**config.mk**
```make
export PLATFORM = sky130hd
export DESIGN_NAME = alu_1bit
export DESIGN_NICKNAME = d
export VERILOG_FILES = /design/src/rtl/alu_1bit.sv
export SDC_FILE = /design/constraint.sdc
export NUM_CORES = 1
export LEC_CHECK = 0
export ABC_AREA = 1
export BUFFER_PORTS_ARGS = -buffer_cell sky130_fd_sc_hd__buf_2
export CAP_MARGIN = 20
export CORE_AREA = 2 2 39 41
export DETAILED_ROUTE_END_ITERATION = 8
export DIE_AREA = 0 0 41 43
export GPL_TIMING_DRIVEN = 1
export PLACE_DENSITY = 0.37
export RECOVER_POWER = 50
export SYNTH_ARGS = -nofsm -noshare
export SYNTH_HDL_FRONTEND = slang
export SYNTH_SLANG_ARGS = --single-unit
```
**constraint.sdc**
```tcl
create_clock -name clk -period 0.8 [get_ports clk]
set_input_delay 0.08 -clock clk [delete_from_list [all_inputs] [get_ports clk]]
set_output_delay 0.08 -clock clk [all_outputs]
set_load 0.01 [all_outputs]
```
**src/rtl/alu_1bit.sv**
```systemverilog
// Registered 1-bit ALU (NOT/OR/AND/ADD) with a single-cycle valid handshake.
// Optional zero flag output enabled by defining ALU_1BIT_ZERO_FLAG_EN.
module alu_1bit #(
    parameter logic OUT_RST_VAL = 1'b0,
    localparam int unsigned F_W = 2
) (
    input  logic           clk,
    input  logic           rst,
    input  logic           a,
    input  logic           b,
    input  logic           cin,
    input  logic [F_W-1:0] f,
    input  logic           in_valid,
    output logic           out,
    output logic           cout,
`ifdef ALU_1BIT_ZERO_FLAG_EN
    output logic           out_valid,
    output logic           zero
`else
    output logic           out_valid
`endif
);

    typedef enum logic [F_W-1:0] {
        OP_NOT = 2'b00,
        OP_OR  = 2'b01,
        OP_AND = 2'b10,
        OP_ADD = 2'b11
    } op_e;

    logic res_out;
    logic res_cout;

    // Combinational result of the currently presented operands
    always_comb begin
        res_out  = 1'b0;
        res_cout = 1'b0;
        unique case (op_e'(f))
            OP_NOT: res_out = ~a;
            OP_OR:  res_out = a | b;
            OP_AND: res_out = a & b;
            OP_ADD: begin
                res_out  = a ^ b ^ cin;
                res_cout = (a & b) | (a & cin) | (b & cin);
            end
            default: begin
                res_out  = 1'b0;
                res_cout = 1'b0;
            end
        endcase
    end

    // Capture on valid, hold otherwise; valid pulses once per accepted op
    always_ff @(posedge clk or posedge rst) begin
        if (rst) begin
            out       <= OUT_RST_VAL;
            cout      <= 1'b0;
            out_valid <= 1'b0;
        end else begin
            out_valid <= in_valid;
            if (in_valid) begin
                out  <= res_out;
                cout <= res_cout;
            end
        end
    end

`ifdef ALU_1BIT_ZERO_FLAG_EN
    // Zero flag tracks the registered result, so it shares its timing and hold
    always_ff @(posedge clk or posedge rst) begin
        if (rst) begin
            zero <= ~OUT_RST_VAL;
        end else if (in_valid) begin
            zero <= ~(res_out | res_cout);
        end
    end
`endif

endmodule

```
==> impl_metrics.yaml <==
placed_design:
  place_hpwl_um: 333.4
  routabilityCongestion: 0.6432
  portBuffers: 10
  post_dp_cell_area_um2: 285.3
sta:
  timing.final.crit_share_pct: 101.9
  hold_violations: 0
  worst_pin_slew_ns: 0.1388
  fin_skew_ns: 0
  finalCriticalPeriod_ns: 0.8155
  max_freq_mhz: 1226
  setup_viol: 3
  fin_ws_ns: -0.01546
  finalMaxSlewViolations: 0
  slew_headroom_pct: 90.73
  hold_slack_ns: 0.1532
  finalSetupTns_ns: -0.02424
  rsz0062_at_grt: "true"
synth:
  ys_ff_latch: 3
  yosysWarningCount: 0
  ys_types: 10
  syn-cell-area_um2: 200.2
  synth_cells: 25
  syn_area_per_cell_um2: 8.008
  ys_seq_area_share_pct: 37.50
  synth_fp_nets: 36
floorplanning:
  coreArea_um2: 1384
  die_w_um: 41
  ios: 11
  die_area_um2: 1763
  start_util_pct: 14.47
  rows: 14
  die_y_um: 43
route:
  drtAntennaViolNets: 0
  vias_per_cell: 3.557
  drcViolationCount: 0
  drt-wirelength-per-cell_um: 7.607
  vias: 217
  drt_iter0_drc: 5
  dr.pass1.iters: 2
  wirelength_um: 464
clock_tree:
  clock_sinks: 3
  tritoncts: "yes"
  cts_root_buf: "clkbuf_4"
  clock_latency_ns: 0.23
  numCtsBuffers: 3
  path_clk_slew_ns: 0.04
  cts_max_path_buffers: 2
  htreeDepth: 1
finish:
  fill_cells: 159
  drive_gt1_share_pct: 42.22
  area_growth_pct: 79.37
  multi_input_area_um2: 106.4
  nNetsFinal: 57
  diodes: 0
  fin_area_um2: 359.1
  seq_area_um2: 75.07
job:
  maxCapViolCount: 0
global_routing:
  grt_usage_pct: 7.337
  grt_pass1_vias: 226
  grt_max_degree: 6
  grt_pass1_wl_um: 834
  antenna_found_initial: 0
  overflow: 0
power_and_ir_drop:
  power_leakage_uw: 0.0002048
  ir_drop_uv: 405.4
  p_per_area_nw_per_um2: 1564
setup_path:
  cp_cell_sequence: "buf_2"
  crit_type: "reg -> out"
  cpPeakStageDelay_ns: 0.37
  cp_slowest_cell: "dfrtp_1"
  cp-start-kind: "register"
  arrival_ns: 0.74
  cp_top_family: "flip-flops"
  cp_data_required_time_ns: 0.72
  cp_max_fo: 2
  crit_buf_inv: 1
  end_kind: "primary output"
worst_hold_path:
  hold_path_class: "in -> reg"
status:
  status: "finished with violations"
  violations: "negative setup slack"
## worst register-to-register path, stage by stage, from the launching register on
cell and delay [ns]:
dfrtp_1 0.36, buf_4 0.13, nand2_1 0.05, o21ai_0 0.06
## cells in the mapped netlist
master   count  share of area [%]
dfrtp_1      3                 37
ha_1         2                 12
inv_1        4                7.5
nor2_1       1                1.9
o21ai_0      1                2.5
a21oi_2      1                4.4
inv_2        1                1.9
nand2_1      9                 17
fa_1         1                 10
nand3_1      2                5.0
## area by class of cell
cell class / count / share of cell area, %
multi-input cells: 17 / 29.62
flip-flops and latches: 3 / 20.91
repair buffers: 16 / 31.36
inverters: 5 / 5.226
clock buffers: 4 / 7.317
well taps: 16 / 5.575
## where the power goes
group	switching, uW	internal [uW]	leakage, uW
Sequential	5.53	165	0.0000374
Clock	82.0	187	0.0000150
Combinational	55.2	67.1	0.000152
Total	143	419	0.000205
## per-stage QoR
step / util, % / std cells / total power (uW) / worst slack (ns)
floorplan: - / 25 / 213.7 / -0.04806
global placement: 20.61 / 53 / 269.2 / -0.1969
detailed placement: 20.61 / 53 / 267.5 / -0.1999
CTS: 25.05 / 61 / 561.0 / -0.01743
global route: 25.95 / 61 / 612.7 / -0.05130
finish: 25.95 / 61 / 561.6 / -0.01546
## kinds of logic (layout without fill, tap and decap cells)
logic type	after synthesis	count (layout)	share of synthesized area, %
flops	3	3	37.50
fa+ha+maj	3	3	22.50
buf+inv	5	25	9.371
compound gates	2	2	6.873
simple gates	12	12	23.75
## timing repair
item                       CTS  global route
hold buffers                 2             0
buffers inserted             2             0
gates resized for setup      0             2
pin swaps                    0             3
setup endpoints to repair    2             4
hold endpoints to repair     4             0
## registers in the layout, summed over array words and instances, names as in the netlist
name,count
out_valid,1
cout,1
out,1
## path summary, 6_finish.rpt
path | slack, ns | depth (start not counted) | to | startpoint
setup / recovery | -0.02 | 1 | out | out$_DFFE_PP0P_
hold / removal | 0.15 | 3 | cout$_DFFE_PP0P_ | f[1]
setup reg to reg | 0.08 | 3 | cout$_DFFE_PP0P_ | cout$_DFFE_PP0P_
hold reg to reg | 0.56 | 3 | out$_DFFE_PP0P_ | out$_DFFE_PP0P_
max in group asynchronous | 0.41 | 3 | out$_DFFE_PP0P_ | rst
min in group asynchronous | 0.25 | 3 | out_valid$_DFF_PP0_ | rst
## placed cells by master, fill, tap and decap left out
cell / count
buf_4: 4
nor2_1: 1
fa_1: 1
ha_1: 2
nand2_1: 9
buf_6: 2
inv_1: 4
nand3_1: 2
inv_2: 1
a21oi_2: 1
dlygate4sd3_1: 2
o21ai_0: 1
clkbuf_1: 1
dfrtp_1: 3
clkbuf_4: 3
buf_2: 8
## routing by layer
metal	up-vias	routed length (um)	track usage, %
met4	0	0	2.000
li1	113	-	-
met3	0	47	4.712
met2	11	214	11.88
met5	-	0	0
met1	93	202	7.419
(Power assumes the default switching activity.)
